## src/rtl/serial_add_ctrl_if.sv

```systemverilog
// Handshake and operand/result bundle for serial_add_ctrl.
// The sub signal exists only when SERIAL_ADD_SUB_EN is defined.
interface serial_add_ctrl_if #(
  parameter int WIDTH = 8
);
  logic             start;
  logic [WIDTH-1:0] a;
  logic [WIDTH-1:0] b;
  logic             cin;
`ifdef SERIAL_ADD_SUB_EN
  logic             sub;
`endif
  logic             busy;
  logic             done;
  logic [WIDTH-1:0] sum;
  logic             cout;

`ifdef SERIAL_ADD_SUB_EN
  modport master (output start, a, b, cin, sub, input busy, done, sum, cout);
  modport slave  (input start, a, b, cin, sub, output busy, done, sum, cout);
`else
  modport master (output start, a, b, cin, input busy, done, sum, cout);
  modport slave  (input start, a, b, cin, output busy, done, sum, cout);
`endif
endinterface

```

## src/rtl/serial_add_ctrl.sv

```systemverilog
// Bit-serial WIDTH-bit adder: one full-adder cell reused LSB-first over WIDTH cycles.
// Optional subtract mode is enabled by defining SERIAL_ADD_SUB_EN.
module full_adder_cell (
  input  logic x,
  input  logic y,
  input  logic ci,
  output logic s,
  output logic co
);
  logic p;

  assign p  = x ^ y;
  assign s  = p ^ ci;
  assign co = (x & y) | (p & ci);
endmodule

module serial_add_ctrl #(
  parameter int WIDTH = 8
) (
  input logic              clk,
  input logic              rst,
  serial_add_ctrl_if.slave bus
);
  localparam int CW = (WIDTH > 2) ? $clog2(WIDTH) : 1;
  localparam logic [CW-1:0] LAST = CW'(WIDTH - 1);

  typedef enum logic [1:0] {IDLE, RUN, DONE} state_t;

  state_t           state;
  state_t           state_next;
  logic [WIDTH-1:0] a_sh;
  logic [WIDTH-1:0] b_sh;
  logic [WIDTH-1:0] sum_sh;
  logic             carry;
  logic [CW-1:0]    cnt;
  logic             fa_s;
  logic             fa_co;
  logic [WIDTH-1:0] b_load;
  logic             c_load;
  logic             busy_c;
  logic             done_c;

  // Subtraction is a + ~b + 1, so only the B operand and initial carry differ.
`ifdef SERIAL_ADD_SUB_EN
  assign b_load = bus.sub ? ~bus.b : bus.b;
  assign c_load = bus.sub ? 1'b1 : bus.cin;
`else
  assign b_load = bus.b;
  assign c_load = bus.cin;
`endif

  full_adder_cell u_fa (
    .x  (a_sh[0]),
    .y  (b_sh[0]),
    .ci (carry),
    .s  (fa_s),
    .co (fa_co)
  );

  always_ff @(posedge clk) begin
    if (rst) state <= IDLE;
    else     state <= state_next;
  end

  always_comb begin
    state_next = state;
    busy_c     = 1'b0;
    done_c     = 1'b0;
    case (state)
      IDLE: if (bus.start) state_next = RUN;
      RUN: begin
        busy_c = 1'b1;
        if (cnt == LAST) state_next = DONE;
      end
      DONE: begin
        done_c     = 1'b1;
        state_next = IDLE;
      end
      default: state_next = IDLE;
    endcase
  end

  // sum_sh and carry double as the result registers; they only change on an accepted start or in RUN.
  always_ff @(posedge clk) begin
    if (rst) begin
      a_sh   <= '0;
      b_sh   <= '0;
      sum_sh <= '0;
      carry  <= 1'b0;
      cnt    <= '0;
    end else begin
      case (state)
        IDLE: begin
          if (bus.start) begin
            a_sh   <= bus.a;
            b_sh   <= b_load;
            carry  <= c_load;
            sum_sh <= '0;
            cnt    <= '0;
          end
        end
        RUN: begin
          sum_sh <= {fa_s, sum_sh[WIDTH-1:1]};
          carry  <= fa_co;
          a_sh   <= {1'b0, a_sh[WIDTH-1:1]};
          b_sh   <= {1'b0, b_sh[WIDTH-1:1]};
          cnt    <= cnt + 1'b1;
        end
        default: ;
      endcase
    end
  end

  assign bus.busy = busy_c;
  assign bus.done = done_c;
  assign bus.sum  = sum_sh;
  assign bus.cout = carry;
endmodule

```

## src/flat_wrapper.sv

```systemverilog
// flat-port wrapper written by rule: the top's interface ports become plain ports
module serial_add_ctrl_flat 
#(
  parameter int WIDTH = 8
)
  (clk, rst, bus_start, bus_a, bus_b, bus_cin, bus_busy, bus_done, bus_sum, bus_cout);
  serial_add_ctrl_if #(.WIDTH(WIDTH)) bus_i ();
  input logic clk;
  input logic rst;
  input wire logic [$bits(bus_i.start)-1:0] bus_start;
  input wire logic [$bits(bus_i.a)-1:0] bus_a;
  input wire logic [$bits(bus_i.b)-1:0] bus_b;
  input wire logic [$bits(bus_i.cin)-1:0] bus_cin;
  output wire logic [$bits(bus_i.busy)-1:0] bus_busy;
  output wire logic [$bits(bus_i.done)-1:0] bus_done;
  output wire logic [$bits(bus_i.sum)-1:0] bus_sum;
  output wire logic [$bits(bus_i.cout)-1:0] bus_cout;
  assign bus_i.start = bus_start;
  assign bus_i.a = bus_a;
  assign bus_i.b = bus_b;
  assign bus_i.cin = bus_cin;
  assign bus_busy = bus_i.busy;
  assign bus_done = bus_i.done;
  assign bus_sum = bus_i.sum;
  assign bus_cout = bus_i.cout;
  serial_add_ctrl #(.WIDTH(WIDTH)) u_core (.clk(clk), .rst(rst), .bus(bus_i));
endmodule
```

## config.mk

```make
export PLATFORM = sky130hd
export DESIGN_NAME = serial_add_ctrl_flat
export DESIGN_NICKNAME = d
export VERILOG_FILES = /design/src/rtl/serial_add_ctrl_if.sv /design/src/rtl/serial_add_ctrl.sv /design/src/flat_wrapper.sv
export SDC_FILE = /design/constraint.sdc
export NUM_CORES = 1
export LEC_CHECK = 0
export CORE_MARGIN = 2
export CORE_UTILIZATION = 47
export DETAILED_ROUTE_END_ITERATION = 6
export GPL_TIMING_DRIVEN = 0
export PLACE_DENSITY = 0.77
export SLEW_MARGIN = 15
export SYNTH_ARGS = -nofsm -noshare
export SYNTH_HDL_FRONTEND = slang
export SYNTH_SLANG_ARGS = --single-unit
```

## constraint.sdc

```tcl
create_clock -name clk -period 1.85 [get_ports clk]
set_clock_uncertainty 0.2 [all_clocks]
set_input_delay 0.37 -clock clk [delete_from_list [all_inputs] [get_ports clk]]
set_output_delay 0.37 -clock clk [all_outputs]
set_load 0.01 [all_outputs]
```

==> impl_metrics.csv <==
group,metric,value,unit
status,status,"finished clean",
critical_path,path_max_fanout,10,
timing,hold_viol,0,
route,drtIter0Drc,31,
synthesis,synth_edf_count,0,
route,vias,1082,
job,cap_viol_max_count,0,
placement,routabilityCongestion,0.712,
die,floorplan.rows,18,
hold_path,min_from,"rst",
timing,finalCriticalPeriod,1.82,ns
die,core,0.00243,sq mm
finish,layout.cells.non_filler,206,
hold_path,worst_hold_path.endpoint,"u_core.bus.sum[7]",
timing,worstMarginPinSlew,0.462,ns
route,ant_nets,0,
critical_path,rrSetupSlack,0.17,ns
route,wl_per_cell,12.9,um
critical_path,path_class,"input pin to flip-flop",
critical_path,slowest_delay,0.56,ns
power_and_ir_drop,leakagePower,0.754,nW
critical_path,arrival,1.82,ns
critical_path,worst_path_most_repeated_cell,"buf_6",
clock_network,cts_sinks,30,
timing,period_share,98.2,%
synthesis,yosys.area.top_type,"dfxtp_1",
timing,slew_viol_final,0,
clock_network,cts_tree,"done",
synthesis,synth_seq_area_share,50.4,%
synthesis,yosysMostFrequentCell,"nor2_1",
global_routing,grt_pass1_wl,4550,um
die,num_io_pins,31,
timing,max_freq,550,MHz
finish,nets,198,
hold_path,hold_path_class,"input pin to flip-flop",
finish,area_growth,36.3,%
critical_path,crit_path_start_kind,"input pin",
power_and_ir_drop,total_power,0.00129,W
synthesis,synth_fa_ha_area_share,3.78,%
critical_path,r2r_start,"u_core.state[1]",
critical_path,reg2reg_depth,5,
global_routing,grt.overflow.total,0,
synthesis,synth_top_area_share,50.4,%
synthesis,synth_warnings,0,
global_routing,antenna_found_initial,0,
synthesis,synth_xor_area_share,0,%
timing,slew_headroom,69.2,%
global_routing,grt_max_degree,11,
synthesis,synth.net_count,160,
synthesis,synthCells,137,
timing,rsz0062_at_grt,"yes",
hold_path,hold_depth,2,
die,die_x,54.4,um
route,drc,0,
finish,diodes,0,
synthesis,synth_compound_gate_area_share,12.6,%
synthesis,muxShareOfSynthArea,0.839,%
critical_path,r2r-end,"u_core.bus.cout",
critical_path,cp_slowest_cell,"clkdlybuf4s50_1",
critical_path,end_kind,"flip-flop",
clock_network,clock_latency,0.31,ns
clock_network,cts-root-buf,"clkbuf_4",
clock_network,hold_buffers,0,
die,dieArea,0.00296,sq mm
global_routing,grt_pass1_vias,1065,
synthesis,syn-cell-area,0.00119,sq mm
placement,place_hpwl,1930,um
route,first_pass_iters,4,
clock_network,cts_buffer_depth,2,
die,initial_core_util,49.0,%
power_and_ir_drop,vdd_drop_max,612,uV
synthesis,async_flop_share,0,%
critical_path,cp.required,1.86,ns
synthesis,synthFlopType,"dfxtp_1",
synthesis,yosysUniqueCellTypes,22,
clock_network,clk_pin_slew,0.09,ns
die,dieHeight,54.4,um
finish,post-route-util,66.8,%
critical_path,worstPathCellList,"clkdlybuf4s50_1 -> or3b_1 -> buf_6 -> buf_6 -> o221a_1",
synthesis,synth_top_family_by_area,"simple AND/OR/NAND/NOR gates",
placement,placedCellCount,196,
synthesis,synth_seq_cells,30,
clock_network,cts_inserted_buffers,5,
clock_network,cts-htree-levels,2,
synthesis,synth_area_per_cell,8.70,sq um
synthesis,ys_top_cells_by_area,"dfxtp_1 50%, nor2_1 17%, a22oi_1 6.9%",
timing,setup_viol,0,
synthesis,post_synth_and_or_nand_nor_area_fraction,26.2,%
power_and_ir_drop,power_density,792,mW/mm^2
placement,io_buffer_count,29,
finish,drive_gt1_share,13.1,%
global_routing,grtUsageTotal,21.6,%
route,wirelength,2670,um
synthesis,synthTopCellsByCount,"53 x nor2_1, 30 x dfxtp_1, 12 x nor4_1",
route,drt-vias-per-instance,5.25,
-- critical path, delay by kind of cell --
family / cells / cell delay (ns)
AO/OA/AOI/OAI: 1 / 0.24
buffers and inverters: 3 / 0.83
AND/OR/NAND/NOR: 1 / 0.38
-- cell type report --
| cell class | instances | area (sq um) |
|---|---|---|
| fillers | 209 | 807 |
| inverters | 4 | 17.5 |
| well taps | 30 | 37.5 |
| multi-input cells | 93 | 522 |
| repair buffers | 31 | 312 |
| clock inverters | 1 | 5.00 |
| plain buffers | 10 | 71.3 |
| clock buffers | 7 | 55.1 |
| flip-flops and latches | 30 | 606 |
-- repair_timing --
action,4_1_cts,5_1_grt
endpoints found under the setup margin,2,11
resized for setup,12,8
setup buffers,1,1
-- metrics by stage --
step	cell area [sq um]	TNS, ns	setup WS [ns]	hold slack, ns
global route	1630	-0.00637	-0.00386	0.251
CTS	1600	0	0.0286	0.234
detailed placement	1520	-4.11	-0.254	0.281
floorplan	1190	0	0.345	0.266
global placement	1520	-3.67	-0.243	0.279
finish	1630	0	0.0335	0.243
-- layer usage --
layer | global-route usage [%] | vias to the layer above | wire length (um)
met2 | 38.0 | 37 | 1320
li1 | - | 545 | -
met5 | 0 | - | 0
met4 | 6.25 | 0 | 14
met3 | 5.74 | 2 | 148
met1 | 25.6 | 498 | 1180
-- worst max-delay path by stage --
stage                            startpoint              end  slack, ns
final                             bus_start  u_core.bus.cout       0.03
after global routing        u_core.state[0]         bus_done     -0.004
after CTS                 u_core.bus.sum[6]       bus_sum[6]       0.03
after detailed placement          bus_start  u_core.bus.cout      -0.25
after global placement            bus_start  u_core.bus.cout      -0.24
after floorplan                   bus_start  u_core.bus.cout       0.34
-- power by group --
| group | internal, W | switching, W | leakage, nW |
|---|---|---|---|
| clock network | 0.000184 | 0.000202 | 0.0353 |
| registers | 0.000682 | 0.0000221 | 0.248 |
| logic | 0.000102 | 0.0000953 | 0.471 |
| total | 0.000969 | 0.000319 | 0.754 |
-- cell families (layout without fill, tap and decap cells) --
logic type	count (synthesis)	count (layout)
and+or+nand+nor	70	70
DFF	30	30
AOI/OAI and AO/OA	19	19
buffers and inverters	14	53
adders and majority gates	3	3
muxes	1	1
-- layout by cell type, fill, tap and decap left out --
cell type and instances:
nor2_1 53, dfxtp_1 28, clkdlybuf4s50_1 22, nor4_1 12, a22oi_1 11, clkbuf_4 5
dlymetal6s2s_1 5, buf_6 4, clkbuf_1 4, buf_2 4, inv_1 3, a2111oi_0 2
nor3b_1 2, ha_1 2, buf_4 2, nand2b_1 1, inv_4 1, and2b_2 1
or3b_1 1, o21ba_2 1, o21bai_2 1, a211oi_1 1, a2bb2oi_1 1, a21oi_1 1
o221a_1 1, mux2i_1 1, fa_1 1, clkbuf_8 1, clkinv_2 1, dlygate4sd2_1 1
dfxtp_2 1, dfxtp_4 1
-- registers in the layout, summed over array words and instances, names as in the netlist --
register,flops
u_core.bus.sum,8
u_core.b_sh,8
u_core.state,2
u_core.bus.cout,1
u_core.cnt,3
u_core.a_sh,8
Power figures use the tool's default switching activity.
==> variant 1 (same settings) <==
`WIDTH` is set to 8 in 3 places; all go to 4.
--- a/src/rtl/serial_add_ctrl_if.sv
+++ b/src/rtl/serial_add_ctrl_if.sv
@@ -2,5 +2,5 @@
 // The sub signal exists only when SERIAL_ADD_SUB_EN is defined.
 interface serial_add_ctrl_if #(
-  parameter int WIDTH = 8
+  parameter int WIDTH = 4
 );
   logic             start;
--- a/src/rtl/serial_add_ctrl.sv
+++ b/src/rtl/serial_add_ctrl.sv
@@ -16,5 +16,5 @@
 
 module serial_add_ctrl #(
-  parameter int WIDTH = 8
+  parameter int WIDTH = 4
 ) (
   input logic              clk,
--- a/src/flat_wrapper.sv
+++ b/src/flat_wrapper.sv
@@ -2,5 +2,5 @@
 module serial_add_ctrl_flat 
 #(
-  parameter int WIDTH = 8
+  parameter int WIDTH = 4
 )
   (clk, rst, bus_start, bus_a, bus_b, bus_cin, bus_busy, bus_done, bus_sum, bus_cout);
Ports: changed (resized bus_a, bus_b and bus_sum); port bits go from 31 to 19. No check against the original RTL was run, so the function may have changed too.
==> variant 1 against the original RTL <==
  * Final area down 41%
  * Final cell count down 47%
  * Sequential power down 43%
  * Hold slack worse by 0.0071 ns
  * Synthesized area down 37%
  * Sequential cell count down 13
  * Setup slack better by 0.042 ns
  * Via count down 47%
  * Routed wire length down 49%
  * Power down 43%
  * Critical path type is now flip-flop to output port
  * Largest power group unchanged
==> variant 1: results <==
metrics = {
    "yosys": {
        "ys_top_cells_by_count": "dfxtp_1 (17), nor2_1 (12), mux2i_1 (7)",
        "yosysSeqAreaShare_pct": 45.48,
        "synth_compound_area_share_pct": 21.74,
        "synthAdderAreaFrac_pct": 4.348,
        "postSynthCellCount": 73,
        "synth_area_leaders": "dfxtp_1 (45%), mux2i_1 (9.4%), a211oi_1 (6.0%)",
    },
    "global_route": {
        "met3_usage_pct": 2.500,
        "grtUsageMet1_pct": 21.65,
    },
    "critical_path": {
        "crit_end": "bus_sum[2]",
        "rr_worst_depth": 4,
        "r2r_slack_ns": 0.34,
        "critPathArrivalTime_ns": 1.20,
        "r2r_start": "u_core.bus.cout",
    },
    "drt": {
        "via_count": 575,
        "wl_per_cell_um": 12.39,
        "route.met3.wl_um": 69,
    },
    "layout": {
        "multi_input_area_share_pct": 36.28,
        "seq_area_um2": 341.6,
        "nFillCells": 134,
        "inverters": 5,
        "finalInstanceArea_um2": 962.2,
        "layout-drive-gt1-share_pct": 15.96,
        "clock_area_share_pct": 2.731,
    },
    "clocking": {
        "cts_max_level": 1,
        "cts.sinks": 17,
    },
    "power": {
        "p_leak_nw": 0.3958,
        "p_sw_share_pct": 25.62,
    },
    "timing": {
        "worst_pin_slew_ns": 0.3403,
    },
    "outcome": {
        "status": "finished, final reports clean",
    },
    "worst_hold_path": {
        "holdPathEnd": "u_core.bus.cout",
    },
    "placed_design": {
        "io_buffers": 17,
    },
}
==> variant 1: changes by cell type in the layout (fill, tap and decap cells not counted), sizes merged, moves of 4 or more <==
| cell | before | now |
|---|---|---|
| mux2i | 1 | 7 |
| a211oi | 1 | 8 |
| clkdlybuf4s50 | 22 | 15 |
| nor2 | 53 | 14 |
| dfxtp | 30 | 17 |
| a22oi | 11 | 6 |
| clkbuf | 10 | 6 |
| nor4 | 12 | 0 |
| buf | 10 | 4 |
| dlymetal6s2s | 5 | 0 |
==> variant 1: what timing repair did <==
item                       in CTS  in global routing
buffers inserted                0                  0
setup endpoints to repair       2                  1
gates resized for setup         3                  3
hold buffers                    0                  0
==> variant 1: power groups by stage <==
stage               Combinational (mW)  Sequential [mW]  Clock, mW
finish                           0.132            0.404      0.197
global route                     0.150            0.406      0.210
global placement                 0.132            0.411          0
detailed placement               0.135            0.412          0
CTS                              0.134            0.404      0.202
floorplan                       0.0829            0.411          0
==> variant 2 (same settings) <==
Made on the original files. Re-encode `state_t` (3 states) as one-hot, 3 bits wide.
--- a/src/rtl/serial_add_ctrl.sv
+++ b/src/rtl/serial_add_ctrl.sv
@@ -25,5 +25,5 @@
   localparam logic [CW-1:0] LAST = CW'(WIDTH - 1);
 
-  typedef enum logic [1:0] {IDLE, RUN, DONE} state_t;
+  typedef enum logic [2:0] {IDLE = 3'b001, RUN = 3'b010, DONE = 3'b100} state_t;
 
   state_t           state;
Function: same outputs for any inputs over 10 cycles, from zero or initial values and one cycle with rst high; not proved beyond that.
==> variant 2 against the original RTL <==
  * The flow now finishes with violations (DRC, setup timing)
  * Power increased by 17%
  * Sequential cell count up 1
  * Count of clock-buffer cells in the layout down 2
  * Critical path depth down 2
  * Final area is 15% higher
  * Setup slack lost 0.069 ns
  * Routed wire length is 19% higher
  * Synthesized area rose by 17%
==> variant 2: results <==
metrics = {
    "outcome": {
        "status": "complete, but fails checks",
        "violations": "DRC, setup timing",
    },
    "worst_hold_path": {
        "hold_start": "u_core.a_sh[7]",
        "holdPathEnd": "u_core.a_sh[7]",
        "holdPathStages": 2,
    },
    "timing": {
        "setup_viol": 1,
        "whs_ns": 0.2787,
        "worst_slack_ns": -0.03533,
        "fin_setup_tns_ns": -0.03533,
        "relSlewSlack_pct": 55.63,
    },
    "placed_design": {
        "dpl_cell_area_um2": 1739,
        "place_inst": 201,
        "io_buffers": 30,
        "pre_cts_slack_ns": -0.4542,
        "hpwl_um": 2219,
        "routabilityCongestion": 0.7425,
    },
    "yosys": {
        "syn_area_per_cell_um2": 10.00,
        "yosysSeqAreaShare_pct": 44.33,
        "synth_cell_types": 31,
        "yosysWarnings": 0,
        "synthMuxAreaShare_pct": 0,
        "syn_nets": 163,
        "synth_area_leaders": "dfxtp_1 (44%), o221a_2 (5.6%), o22ai_1 (5.4%)",
        "synth_compound_area_share_pct": 25.29,
        "ys_top_cells_by_count": "dfxtp_1 (31), o22ai_1 (12), inv_1 (11)",
        "synthAdderAreaFrac_pct": 3.217,
    },
    "drt": {
        "drt_iter0_drc": 39,
        "firstDrtPassIters": 6,
        "wl_met1_um": 1403,
        "drc": 3,
        "wl_met2_um": 1509,
        "avgViaCountPerCell": 5.642,
        "wl_per_cell_um": 15.00,
    },
    "global_route": {
        "grt_start_max_net_pins": 17,
        "met3_usage_pct": 5.275,
        "grt_pass1_wl_um": 5181,
        "grt_use_met2_pct": 33.07,
        "grtUsageMet1_pct": 25.31,
        "grt_pass1_vias": 1156,
        "grt_util_all_layers_pct": 20.40,
    },
    "critical_path": {
        "critPathArrivalTime_ns": 1.32,
        "path_max_fanout": 3,
        "rr_endpoint": "u_core.b_sh[4]",
        "r2r_slack_ns": 0.13,
    },
    "clocking": {
        "cts_buffer_depth": 2,
        "clkLatencyLatePin_ns": 0.35,
        "post_cts_buffers": 5,
        "cts_resized": 19,
    },
    "power": {
        "p_leak_nw": 0.7412,
        "ir_drop_uv": 650.4,
    },
    "layout": {
        "final_cells": 212,
        "nFillCells": 238,
    },
}
-- variant 2: cell types whose count changed after synthesis, moves of 6 or more --
cell,unedited run,this run
a21oi_1,1,8
nand2_1,0,8
a221oi_1,0,6
nand3_1,0,6
nand2b_1,1,9
nor4_1,12,0
a22oi_1,11,0
o221a_2,0,7
o22ai_1,0,12
nor2_1,53,2
inv_1,4,11
-- variant 2: final cells by class --
class                   instances  area, µm²  share of cell area, %
flip-flops and latches         31      629.4                  33.60
repair buffers                 35      339.1                  18.10
plain buffers                   9      66.31                  3.540
well taps                      31      38.79                  2.071
clock inverters                 3      43.79                  2.338
clock buffers                   5      37.54                  2.004
multi-input cells              86      660.6                  35.27
inverters                      12      57.56                  3.073
-- variant 2: worst max-delay path by stage --
stage	start	slack (ns)	to
2_1_floorplan	u_core.state[1]	0.21	bus_busy
3_3_place_gp	bus_start	-0.42	u_core.a_sh[7]
3_5_place_dp	bus_start	-0.45	u_core.a_sh[7]
4_1_cts	u_core.state[2]	-0.09	bus_busy
5_1_grt	u_core.state[2]	-0.06	bus_busy
6_report	u_core.state[2]	-0.04	bus_busy
-- variant 2: logic make-up (layout without fill, tap and decap cells) --
logic type | count (synthesis) | after routing
AND/OR/NAND/NOR | 41 | 41
flip-flops | 31 | 31
buffers and inverters | 23 | 64
AO/OA/AOI/OAI | 42 | 42
adder cells (fa/ha/maj) | 3 | 3
-- variant 2: power by group --
| part | switching (mW) | leakage, nW | internal, mW |
|---|---|---|---|
| clock network | 0.255 | 0.0452 | 0.284 |
| registers | 0.0219 | 0.255 | 0.708 |
| logic | 0.117 | 0.441 | 0.122 |
| total | 0.393 | 0.741 | 1.11 |
-- variant 2: worst max-delay path: stages (launching register included) --
cell and delay (ns):
dfxtp_2 0.35, or3b_4 0.45, inv_12 0.08, buf_6 0.09
